[src/rtl/pwm_multi_breathe.sv]
// pwm_multi_breathe: CHANNELS PWM outputs sharing one free-running period counter,
// with double-buffered duties. Define BREATHE_EN to build the per-channel breathe ramp.
module pwm_multi_breathe #(
  parameter int WIDTH    = 12,
  parameter int CHANNELS = 3,
  parameter int STEP     = 1,
  parameter int CW       = (CHANNELS > 1) ? $clog2(CHANNELS) : 1
) (
  input  logic                clk,
  input  logic                rst,
  input  logic                wr_valid,
  output logic                wr_ready,
  input  logic [CW-1:0]       wr_chan,
  input  logic [WIDTH-1:0]    wr_duty,
  input  logic                wr_mode,
  output logic                period_end,
  output logic [CHANNELS-1:0] pwm_out
);

  localparam logic [WIDTH-1:0] CNT_MAX = {WIDTH{1'b1}};

  logic [WIDTH-1:0] cnt;
  logic             boundary;
  logic             write_en;

  // Writes are refused on the boundary cycle so a shadow load never races the transfer.
  assign boundary = (cnt == CNT_MAX);
  assign wr_ready = ~boundary;
  assign write_en = wr_valid & wr_ready;

  always_ff @(posedge clk) begin
    if (rst) begin
      cnt        <= '0;
      period_end <= 1'b0;
    end else begin
      cnt        <= cnt + 1'b1;
      period_end <= boundary;
    end
  end

`ifdef BREATHE_EN
  localparam logic [WIDTH:0]   MAX_EXT  = {1'b0, CNT_MAX};
  localparam logic [WIDTH:0]   STEP_EXT = (WIDTH+1)'(STEP);
  localparam logic [WIDTH-1:0] STEP_LO  = STEP_EXT[WIDTH-1:0];
`else
  logic unused_mode;
  assign unused_mode = wr_mode;
`endif

  for (genvar i = 0; i < CHANNELS; i++) begin : g_ch
    logic [WIDTH-1:0] duty;
    logic [WIDTH-1:0] shadow_duty;
    logic             pending;
    logic             sel;
    logic             pwm_q;
`ifdef BREATHE_EN
    logic             mode;
    logic             shadow_mode;
    logic             dir_down;
    logic [WIDTH:0]   duty_ext;
    logic [WIDTH:0]   up_sum;

    assign duty_ext = {1'b0, duty};
    assign up_sum   = duty_ext + STEP_EXT;
`endif

    // Out-of-range channel indices match no slot, so such writes vanish silently.
    assign sel = write_en && (wr_chan == CW'(i));

    always_ff @(posedge clk) begin
      if (rst) begin
        duty        <= '0;
        shadow_duty <= '0;
        pending     <= 1'b0;
        pwm_q       <= 1'b0;
`ifdef BREATHE_EN
        mode        <= 1'b0;
        shadow_mode <= 1'b0;
        dir_down    <= 1'b0;
`endif
      end else begin
        pwm_q <= (cnt < duty);
        if (sel) begin
          shadow_duty <= wr_duty;
          pending     <= 1'b1;
`ifdef BREATHE_EN
          shadow_mode <= wr_mode;
`endif
        end
        if (boundary) begin
          if (pending) begin
            duty    <= shadow_duty;
            pending <= 1'b0;
`ifdef BREATHE_EN
            mode     <= shadow_mode;
            dir_down <= 1'b0;
          end else if (mode) begin
            // Ramp saturates at both ends and reverses direction there.
            if (!dir_down) begin
              if (up_sum >= MAX_EXT) begin
                duty     <= CNT_MAX;
                dir_down <= 1'b1;
              end else begin
                duty <= up_sum[WIDTH-1:0];
              end
            end else begin
              if (duty_ext <= STEP_EXT) begin
                duty     <= '0;
                dir_down <= 1'b0;
              end else begin
                duty <= duty - STEP_LO;
              end
            end
`endif
          end
        end
      end
    end

    assign pwm_out[i] = pwm_q;
  end

endmodule
[config.mk]
export PLATFORM = sky130hd
export DESIGN_NAME = pwm_multi_breathe
export DESIGN_NICKNAME = d
export VERILOG_FILES = /design/src/rtl/pwm_multi_breathe.sv
export SDC_FILE = /design/constraint.sdc
export NUM_CORES = 1
export LEC_CHECK = 0
export BUFFER_PORTS_ARGS = -buffer_cell sky130_fd_sc_hd__buf_2
export CORE_MARGIN = 3
export CORE_UTILIZATION = 30
export DETAILED_ROUTE_END_ITERATION = 8
export SLEW_MARGIN = 30
export SYNTH_ARGS = -nofsm -noshare
export SYNTH_HDL_FRONTEND = slang
export SYNTH_SLANG_ARGS = --single-unit
[constraint.sdc]
create_clock -name clk -period 3 [get_ports clk]
set_input_delay 0.45 -clock clk [delete_from_list [all_inputs] [get_ports clk]]
set_output_delay 0.45 -clock clk [all_outputs]
set_load 0.03 [all_outputs]
# Yosys cells after proc, flatten, opt, wreduce, memory -nomap -nowiden
# Index checks and enable logic that the tools add are counted.
# word_totals
register_bits	91
inputBits	18
out_inout_bits	5
elab_cells	39
# classes
add_sub_neg	1
n_lt_le_gt_ge	3
n_eq_ne	3
muxes	9
bitwise	2
n_reduce_logical	7
# ops
operator	count
$lt 12x12->1	3
$add 12x1->12 const B	1
$eq 12x12->1 const B	1
$mux 1	9
$reduce_and 2->1	3
$logic_and 1x1->1	3
$eq 2x1->1 const B	1
$eq 2x2->1 const B	1
$logic_not 2->1	1
$and 1x1->1	1
$not 1->1	1

# Longest topological paths before layout
# Gate-level depths: netlist (run 1).
# depth
word_depth	7
mapped_depth	8
mapped_depth_nobuf	6

# Worst setup path before layout (run 1)
# Ideal clock, no wire load.
# synth_timing
path_type	reg-to-reg
from	reg cnt[1]
to	reg g_ch[0].shadow_duty[10]
setup_ns	0.072
arrival_time_ns	1.758
required_ns	2.928
slack_ns	1.170
path_stages_with_launch	9
n_path_buf	2
synth_period_minus_slack_ns	1.830
cell_sequence	dfxtp_1 > ha_1 > and4_4 > and4_4 > buf_6 > inv_2 > nand3b_2 > buf_6 > mux2i_1
# synth_via
elab_chain_cells	4
# synth_rtl
element	line_no	source
from (decl)	22	logic [WIDTH-1:0] cnt;
from (signal assigned)	36	cnt <= cnt + 1'b1;
$eq 12x12->1	27	assign boundary = (cnt == CNT_MAX);
$not 1->1	28	assign wr_ready = ~boundary;
named net wr_ready	12	output logic wr_ready,
$and 1x1->1	29	assign write_en = wr_valid & wr_ready;
$logic_and 1x1->1	68	assign sel = write_en && (wr_chan == CW'(i));
to (signal assigned)	84	shadow_duty <= wr_duty;
to (decl)	52	logic [WIDTH-1:0] shadow_duty;
# The timed path passes the listed nets, and every way through them passes these cells.
# A chain may end at the register's enable or synchronous reset.

# Worst setup path in the final report (run 1)
# layout_timing
from	reg cnt[1]
to	out wr_ready
# layout_via
elab_chain_cells	2
# layout_rtl
element	line_no
$eq 12x12->1	27
$not 1->1	28
to (decl)	12
# No other way between the ends.

==> results of run 1 <==
## cells by family (layout without fill, tap and decap cells)
family | after synthesis | in the layout | share of synthesized area
AOI/OAI and AO/OA | 26 | 26 | 0.0377
adders and majority gates | 34 | 34 | 0.0963
and+or+nand+nor | 153 | 153 | 0.204
xor gates and xnor gates | 10 | 10 | 0.0198
buffers and inverters | 60 | 76 | 0.0663
DFF | 91 | 91 | 0.412
muxes | 72 | 72 | 0.163
## cell usage after synthesis, drive strengths merged (6+ instances only)
| library cell | instances |
|---|---|
| a21oi | 12 |
| buf | 12 |
| clkbuf | 11 |
| dfxtp | 91 |
| ha | 34 |
| inv | 37 |
| mux2i | 72 |
| nand2 | 14 |
| nand2b | 87 |
| nand3 | 7 |
| nand4 | 9 |
| nor2 | 17 |
| nor3 | 6 |
| xnor2 | 6 |
## critical path: cells and delay by family, from the launching register on
kind,cells,cell delay [ps]
fa+ha+maj,1,260
buf+inv,2,300
flops,1,450
simple gates,2,570
## layout make-up
| type | count | share of cell area |
|---|---|---|
| Multi-Input combinational cell | 295 | 0.470 |
| Inverter | 37 | 0.0283 |
| Clock inverter | 6 | 0.0133 |
| Sequential cell | 91 | 0.371 |
| Clock buffer | 10 | 0.0467 |
| Tap cell | 180 | 0.0459 |
| Timing Repair Buffer | 23 | 0.0250 |
## sequential cells by signal (all words and copies together), names as in the netlist
register and count:
g_ch.pwm_q 3, period_end 1, g_ch.duty 36, g_ch.shadow_duty 36, g_ch.pending 3, cnt 12
## path summary, 6_finish.rpt
check,depth (start not counted),startpoint,endpoint
worst max-delay path,5,cnt[1],wr_ready
worst min-delay path,3,wr_duty[9],g_ch[0].shadow_duty[9]
worst max register to register,5,cnt[1],g_ch[2].duty[11]
worst min register to register,2,g_ch[0].pending,g_ch[0].pending
## power by group
group	leakage [nW]	switching (mW)	internal [mW]
logic	1.06	0.0768	0.0638
registers	0.737	0.0135	1.23
clock network	0.143	0.468	0.647
total	1.94	0.558	1.95
## through the flow
step	hold slack [ps]	instances	cell area, sq um	power (mW)
2_1_floorplan	432	446	4420	1.38
3_3_place_gp	438	626	4610	1.41
3_5_place_dp	444	626	4610	1.42
4_1_cts	426	642	4900	2.54
5_1_grt	450	642	4910	2.60
6_report	432	642	4910	2.50
## layer usage
layer  routed length (microns)  vias to the layer above  global-route usage
met4                       129                        0              0.0416
li1                          -                     1522                   -
met1                      4520                     1382               0.159
met2                      4170                       39               0.184
met5                         0                        -                   0
met3                       203                        8              0.0209
## cells in the final DEF (no fill, tap or decap), drive strengths merged, types with 3 or more instances in the layout
master / instances
clkbuf: 10
clkinv: 3
xor2: 4
o211ai: 3
nand4: 9
nor3: 6
and2: 4
ha: 34
a21o: 3
xnor2: 6
and4: 3
inv: 38
nand2b: 87
a21oi: 12
nand3: 7
a2111oi: 5
dfxtp: 91
nor2: 17
buf: 23
mux2i: 72
nand2: 14
==> flow_metrics.py, run 1 <==
metrics = {
    "status": {
        "outcome": "finished clean",
    },
    "grt": {
        "antenna_found_initial": 0,
        "overflow": 0,
        "grt_start_max_net_pins": 79,
        "grt_util_all_layers": 0.116,
        "grt_pass1_vias": 2938,
        "grt_pass1_wl_mm": 14.9,
    },
    "power": {
        "pwr_density_cell_nw_per_um2": 510,
        "power_leakage_nw": 1.94,
        "vdd_drop_max_v": 0.000330,
    },
    "logic_synthesis": {
        "async_reset_ff_frac": 0,
        "yosys_warnings": 0,
        "synth_area_leaders": "dfxtp_1 41%, mux2i_1 16%, nand2b_1 12%, ha_1 9.6%, inv_1 3.1%",
        "syn_inst": 446,
        "synth_top_cell_by_area": "dfxtp_1",
        "ys_ff_latch": 91,
        "syn_area_sq_um": 4420,
        "synth_cell_types": 32,
        "ys_seq_area_frac": 0.412,
        "synth_top_area_share": 0.412,
        "synth_nets": 498,
        "yosys_most_used_dff": "dfxtp_1",
        "avgSynthCellArea_sq_um": 9.91,
        "synth-edff-count": 0,
    },
    "timing": {
        "timing.fmax_mhz": 423,
        "worst_pin_slew_ps": 684,
        "setup_viol": 0,
        "fin_crit_sh": 0.789,
        "period_minus_slack_ps": 2370,
        "drv_slew": 0,
        "tns_ps": 0,
        "skew_ps": 7.38,
        "rsz0062_at_grt": "no",
        "hold_viol": 0,
        "layout_setup_ws_ps": 633,
        "maxSlewHeadroom": 0.533,
    },
    "die": {
        "rows": 43,
        "start_util": 0.312,
        "dieWidth_microns": 127,
        "die_h_microns": 127,
        "core_sq_um": 14100,
        "dieArea_sq_um": 16200,
        "ios": 23,
    },
    "placement": {
        "place_ws_ps": 768,
        "port_buffers": 21,
        "place.gp.congestion": 0.765,
        "dp_hpwl_mm": 6.68,
    },
    "finish": {
        "multiInputGateArea_sq_um": 2300,
        "fillers": 1441,
        "antenna_cells": 0,
        "nets": 509,
        "area.growth.synth_to_final_pct": 11.0,
        "drive_gt1_frac": 0.0996,
        "seq_area_sq_um": 1820,
        "final_util": 0.347,
    },
    "flow_run": {
        "cap_violations": 0,
    },
    "detailed_routing": {
        "wl_mm": 9.02,
        "drt_iter0_drc": 120,
        "final_antenna_net_count": 0,
        "viasPerCell": 4.60,
        "remaining_drc_errors": 0,
        "drt-wirelength-per-cell_microns": 14.0,
        "vias": 2951,
        "first_pass_iters": 6,
    },
    "setup_path": {
        "slowest_stage": "dfxtp_1",
        "r2r_setup_slack_ps": 770,
        "critical_path_class": "flip-flop to output port",
        "cp_cell_sequence": "ha_1 -> and4_4 -> and4_4 -> inv_2 -> buf_2",
        "startpoint_type": "flip-flop",
        "critPathMaxFanout": 7,
        "cpPeakStageDelay_ps": 450,
        "worstPathRequired_ps": 2550,
        "worstPathArrival_ps": 1920,
        "crit_path_end_kind": "output port",
        "cp_common_cell": "and4_4",
    },
    "clocking": {
        "cts_hold_buf": 0,
        "post-cts-setup-buffers": 0,
        "clk_pin_slew_ps": 60,
        "cts_tree": "built",
        "htree_levels": 3,
        "cts_sinks": 91,
        "numCtsBuffers": 9,
        "clockBufferDepth": 2,
        "cts_root_buf": "clkbuf_16",
        "cts-resized-gates": 0,
        "clk_latency_ps": 340,
    },
    "min_path": {
        "hp-class": "input pin to flip-flop",
    },
}
No activity file was read; power rests on OpenSTA's default activity.
==> run 2: changes to the inputs <==
Settings changed: ABC_AREA from default to 1.
Clock period 3 ns to 2.3 ns, I/O delays scaled along.
==> run 2 against run 1 <==
- core utilization grew 0.88 points
- via count grew 32%
- critical path depth is the same
- count of clock-buffer cells in the layout grew 2
- sequential cell count is the same
- global-route usage grew 0.94 points
- critical path type unchanged
==> flow_metrics.py, run 2 <==
metrics = {
    "logic_synthesis": {
        "avgSynthCellArea_sq_um": 6.67,
        "async_reset_ff_frac": 0,
        "synth_commonest_cells": "185 x nand2_1, 136 x nor2_1, 95 x inv_1",
        "syn_area_sq_um": 4730,
        "yosysMostFrequentCell": "nand2_1",
        "syn_inst": 709,
        "synth_nets": 761,
        "yosys_warnings": 0,
        "synth_top_area_share": 0.385,
        "synth_cell_types": 22,
        "synth_top_cell_by_area": "dfxtp_1",
        "synth-edff-count": 0,
        "yosys_most_used_dff": "dfxtp_1",
        "ys_seq_area_frac": 0.385,
        "ys_ff_latch": 91,
        "synth_area_leaders": "dfxtp_1 39%, nand2_1 15%, nor2_1 11%, ha_1 9.0%, inv_1 7.5%",
    },
    "detailed_routing": {
        "dr_wl_met3_microns": 432,
        "viasPerCell": 4.11,
        "highest_layer": "met4",
        "remaining_drc_errors": 0,
        "wl_met1_mm": 5.24,
        "final_antenna_net_count": 0,
        "wl_mm": 10.5,
        "drt-wirelength-per-cell_microns": 11.1,
        "route.met2.wl_mm": 4.72,
        "first_pass_iters": 4,
        "drt_iter0_drc": 278,
        "vias": 3899,
    },
    "flow_run": {
        "cap_violations": 0,
    },
    "placement": {
        "dp_hpwl_mm": 7.17,
        "place.gp.congestion": 0.762,
        "port_buffers": 21,
    },
    "timing": {
        "drv_slew": 0,
        "tns_ps": 0,
        "skew_ps": 7.07,
        "worst_pin_slew_ps": 464,
        "fin_crit_sh": 0.915,
        "setup_viol": 0,
        "rsz0062_at_grt": "no",
        "maxSlewHeadroom": 0.689,
        "timing.fmax_mhz": 475,
        "hold_viol": 0,
        "period_minus_slack_ps": 2110,
    },
    "clocking": {
        "cts_tree": "built",
        "cts_sinks": 91,
        "clk_latency_ps": 350,
        "cts_hold_buf": 0,
        "post-cts-setup-buffers": 0,
        "htree_levels": 3,
        "clk_pin_slew_ps": 60,
        "cts-resized-gates": 0,
        "cts_root_buf": "clkbuf_16",
        "clockBufferDepth": 2,
        "numCtsBuffers": 9,
    },
    "setup_path": {
        "crit_path_end_kind": "output port",
        "startpoint": "cnt[0]",
        "worstPathArrival_ps": 1760,
        "reg2reg_from": "cnt[0]",
        "rr_worst_depth": 9,
        "r2r_end": "g_ch[0].duty[6]",
        "r2r_setup_slack_ps": 420,
        "critical_path_class": "flip-flop to output port",
        "critPathMaxFanout": 10,
        "crit_end": "wr_ready",
        "worstPathRequired_ps": 1960,
        "startpoint_type": "flip-flop",
    },
    "grt": {
        "antenna_found_initial": 0,
        "grt_pass1_vias": 3526,
        "overflow": 0,
        "grt_pass1_wl_mm": 17.5,
        "grt_util_all_layers": 0.126,
        "grt_start_max_net_pins": 66,
    },
    "finish": {
        "drive_gt1_frac": 0.0963,
        "final_common_cell": "nand2_1",
        "antenna_cells": 0,
        "nets": 784,
        "mostFrequentLayoutCells": "185 x nand2_1, 136 x nor2_1, 95 x inv_1",
        "reg_top3": "g_ch.duty x36, g_ch.shadow_duty x36, cnt x12",
        "area.growth.synth_to_final_pct": 15.1,
        "final_util": 0.355,
    },
    "die": {
        "die_h_microns": 132,
        "ios": 23,
        "dieWidth_microns": 132,
        "rows": 45,
        "core_sq_um": 15300,
        "dieArea_sq_um": 17300,
        "start_util": 0.309,
    },
    "power": {
        "pwr_density_cell_nw_per_um2": 634,
        "power_leakage_nw": 2.84,
        "vdd_drop_max_v": 0.000355,
    },
    "status": {
        "outcome": "finished clean",
    },
    "min_path": {
        "hp-class": "input pin to flip-flop",
    },
}
## run 2: cell count changes after synthesis, moves of 6 or more
cell,delta
inv_1,+59
xnor2_1,-6
buf_6,-6
a21oi_1,+10
o21ai_0,+6
clkinv_1,+36
nand2_1,+171
nor2_1,+119
buf_2,+10
nand2b_1,-87
mux2i_1,-72
nand4_1,+31
## run 2: stage by stage
stage | setup slack (ps) | hold WS [ps] | total power [mW] | instances | area, sq um
after global placement | 411 | 463 | 1.95 | 927 | 5090
after detailed placement | 422 | 467 | 1.95 | 927 | 5090
after CTS | 57.4 | 350 | 3.50 | 943 | 5400
after global routing | 84.3 | 366 | 3.61 | 948 | 5440
after floorplan | 747 | 444 | 1.87 | 709 | 4730
final | 195 | 359 | 3.45 | 948 | 5440
## run 2: critical path, cell delays in order, from the launching register on
cell     delay [ps]
dfxtp_1         430
ha_1            210
nand2_1         100
nor2_4          230
nand3_4         200
buf_2           230
## run 2: how the worst min path moves through the flow
| stage | endpoint | from | cells after the start | slack, ps |
|---|---|---|---|---|
| 3_5_place_dp | g_ch[2].pending | g_ch[2].pending | 2 | 470 |
| 5_1_grt | cnt[0] | rst | 2 | 370 |
| 3_3_place_gp | g_ch[0].duty[10] | g_ch[0].shadow_duty[10] | 2 | 460 |
| 6_report | cnt[0] | rst | 2 | 360 |
| 4_1_cts | cnt[0] | rst | 2 | 350 |
| 2_1_floorplan | cnt[0] | cnt[0] | 1 | 440 |
## run 2: routing by layer
metal | track usage | up-vias
met4 | 0.0368 | 0
met3 | 0.0333 | 9
met2 | 0.196 | 49
met5 | 0 | -
met1 | 0.170 | 1645
li1 | - | 2196
## run 2: where the power goes
group          leakage [nW]  switching (mW)  total, mW  internal [mW]
Clock                 0.154           0.630       1.54          0.912
Combinational          1.95           0.175      0.266         0.0912
Sequential            0.739          0.0223       1.64           1.62
Total                  2.84           0.827       3.45           2.62
## run 2: logic make-up after synthesis
family | after synthesis | synth area share
buf+inv | 165 | 0.138
fa+ha+maj | 34 | 0.0899
xor+xnor | 3 | 0.00556
flops | 91 | 0.385
simple gates | 382 | 0.344
compound gates | 34 | 0.0365
## run 2: layout make-up
type | count | area [sq um]
Sequential cell | 91 | 1820
Fill cell | 1698 | 9870
Multi-Input combinational cell | 454 | 2260
Clock inverter | 4 | 56.3
Inverter | 133 | 499
Timing Repair Buffer | 43 | 283
Clock buffer | 12 | 256
Tap cell | 211 | 264
==> run 3: changes to the inputs <==
Settings changed: CTS_CLUSTER_SIZE from default to 28.
Clock period 2.3 ns to 1.7 ns, I/O delays scaled along.
==> run 3 against run 2 <==
- core utilization is 0.56 points higher
- count of clock-buffer cells in the layout up 1
- design area increased by 1.6%
- sequential share of layout area decreased by 0.52 points
- combinational power grew 40%
- cell count up 0.74%
- largest power group unchanged
==> flow_metrics.py, run 3 (synthesis results as in run 2) <==
metrics = {
    "finish": {
        "fillers": 1696,
        "mostFrequentLayoutCells": "185 x nand2_1, 136 x nor2_1, 95 x inv_1",
        "nets": 791,
        "final_common_cell": "nand2_1",
        "antenna_cells": 0,
        "reg_top3": "g_ch.duty x36, g_ch.shadow_duty x36, cnt x12",
        "area.growth.synth_to_final_pct": 16.9,
        "drive_gt1_frac": 0.105,
    },
    "setup_path": {
        "critPathBufInv": 1,
        "slowest_stage": "dfxtp_1",
        "cpPeakStageDelay_ps": 330,
        "critical_path_class": "flip-flop to output port",
        "r2r_setup_slack_ps": 140,
        "r2r_end": "g_ch[0].duty[4]",
        "critPathTopFamily": "simple AND/OR/NAND/NOR gates",
        "rr_worst_depth": 8,
        "cp_cell_sequence": "ha_1 -> nand2_1 -> nor2_4 -> nand3_4 -> buf_6",
        "critPathMaxFanout": 4,
        "startpoint_type": "flip-flop",
        "reg2reg_from": "cnt[0]",
        "worstPathRequired_ps": 1440,
        "worstPathArrival_ps": 1370,
        "crit_path_end_kind": "output port",
    },
    "grt": {
        "overflow": 0,
        "grt_pass1_vias": 3627,
        "grt_util_all_layers": 0.128,
        "grt_pass1_wl_mm": 17.8,
        "grt_start_max_net_pins": 52,
        "antenna_found_initial": 0,
    },
    "min_path": {
        "hold_path_end": "g_ch[0].shadow_duty[0]",
        "min_delay_path_depth": 5,
        "hp-class": "input pin to flip-flop",
        "hp-start": "wr_duty[0]",
    },
    "placement": {
        "dp_hpwl_mm": 7.50,
        "port_buffers": 21,
        "place.gp.congestion": 0.787,
    },
    "timing": {
        "worst_pin_slew_ps": 378,
        "drv_slew": 0,
        "setup_viol": 0,
        "rsz0062_at_grt": "no",
        "maxSlewHeadroom": 0.747,
        "period_minus_slack_ps": 1620,
        "fin_crit_sh": 0.956,
        "skew_ps": 6.00,
        "timing.fmax_mhz": 615,
        "tns_ps": 0,
        "timing.hold.ws_ps": 274,
        "hold_viol": 0,
    },
    "detailed_routing": {
        "viasPerCell": 4.18,
        "drt-wirelength-per-cell_microns": 11.2,
        "wl_mm": 10.7,
        "drt_iter0_drc": 188,
        "first_pass_iters": 4,
        "vias": 3991,
        "remaining_drc_errors": 0,
        "final_antenna_net_count": 0,
    },
    "clocking": {
        "cts_tree": "built",
        "cts_sinks": 91,
        "clk_latency_ps": 350,
        "clk_pin_slew_ps": 60,
        "clockBufferDepth": 2,
        "cts_root_buf": "clkbuf_16",
        "numCtsBuffers": 9,
        "htree_levels": 3,
    },
    "die": {
        "ios": 23,
        "dieArea_sq_um": 17300,
        "start_util": 0.309,
        "core_sq_um": 15300,
        "die_h_microns": 132,
        "rows": 45,
        "dieWidth_microns": 132,
    },
    "power": {
        "pwr_density_cell_nw_per_um2": 823,
        "vdd_drop_max_v": 0.000344,
        "power_leakage_nw": 2.89,
    },
    "status": {
        "outcome": "finished clean",
    },
    "flow_run": {
        "cap_violations": 0,
    },
}
[run 3: power breakdown]
group | internal (mW) | switching [mW] | leakage (nW) | total, mW
Combinational | 0.129 | 0.244 | 2.01 | 0.373
Clock | 1.11 | 0.845 | 0.142 | 1.96
Sequential | 2.19 | 0.0291 | 0.739 | 2.22
Total | 3.44 | 1.12 | 2.89 | 4.55
[run 3: stage by stage]
step	area (sq um)	std cells	utilization	total power [mW]	worst slack (ps)
after floorplan	4730	709	-	2.53	208
after global placement	5180	935	0.338	2.64	145
after detailed placement	5180	935	0.338	2.64	111
after CTS	5500	955	0.359	4.62	31.9
after global routing	5530	955	0.361	4.75	7.51
final	5530	955	0.361	4.55	75.1
[run 3: layout make-up]
type                            count  area (sq um)  share of cell area
Sequential cell                    91          1820               0.329
Clock buffer                       13           270              0.0489
Inverter                          133           499              0.0903
Multi-Input combinational cell    453          2280               0.412
Clock inverter                      3          21.3             0.00385
Timing Repair Buffer               51           378              0.0683
Tap cell                          211           264              0.0477
[run 3: worst max-delay path by stage]
stage	from	to	slack [ps]	cells past startpoint
finish	cnt[0]	wr_ready	80	5
global route	cnt[1]	wr_ready	8	5
CTS	cnt[0]	wr_ready	30	5
detailed placement	cnt[0]	g_ch[1].shadow_duty[11]	110	8
global placement	cnt[0]	g_ch[0].duty[4]	140	8
floorplan	cnt[1]	g_ch[0].duty[10]	210	7
[run 3: timing repair]
action / CTS / global route
hold buffers: 0 / 0
gates resized for setup: 1 / 5
setup buffers: 4 / 0
setup endpoints to repair: 1 / 33
cloned: 0 / 0
[run 3: per-layer routing]
layer | GRT usage | routed length, microns | up-vias
met5 | 0 | 0 | -
met4 | 0.0578 | 235 | 0
met3 | 0.0184 | 314 | 14
met2 | 0.203 | 4720 | 54
met1 | 0.173 | 5450 | 1713
li1 | - | - | 2210
[run 3: worst reg2reg max path: stages (launching register included)]
cell and delay, ps:
dfxtp_1 330, ha_1 180, nand2_1 100, nor2_4 130, buf_4 180, nand4_2 100, buf_4 230, nor2_1 150
nor2_1 60
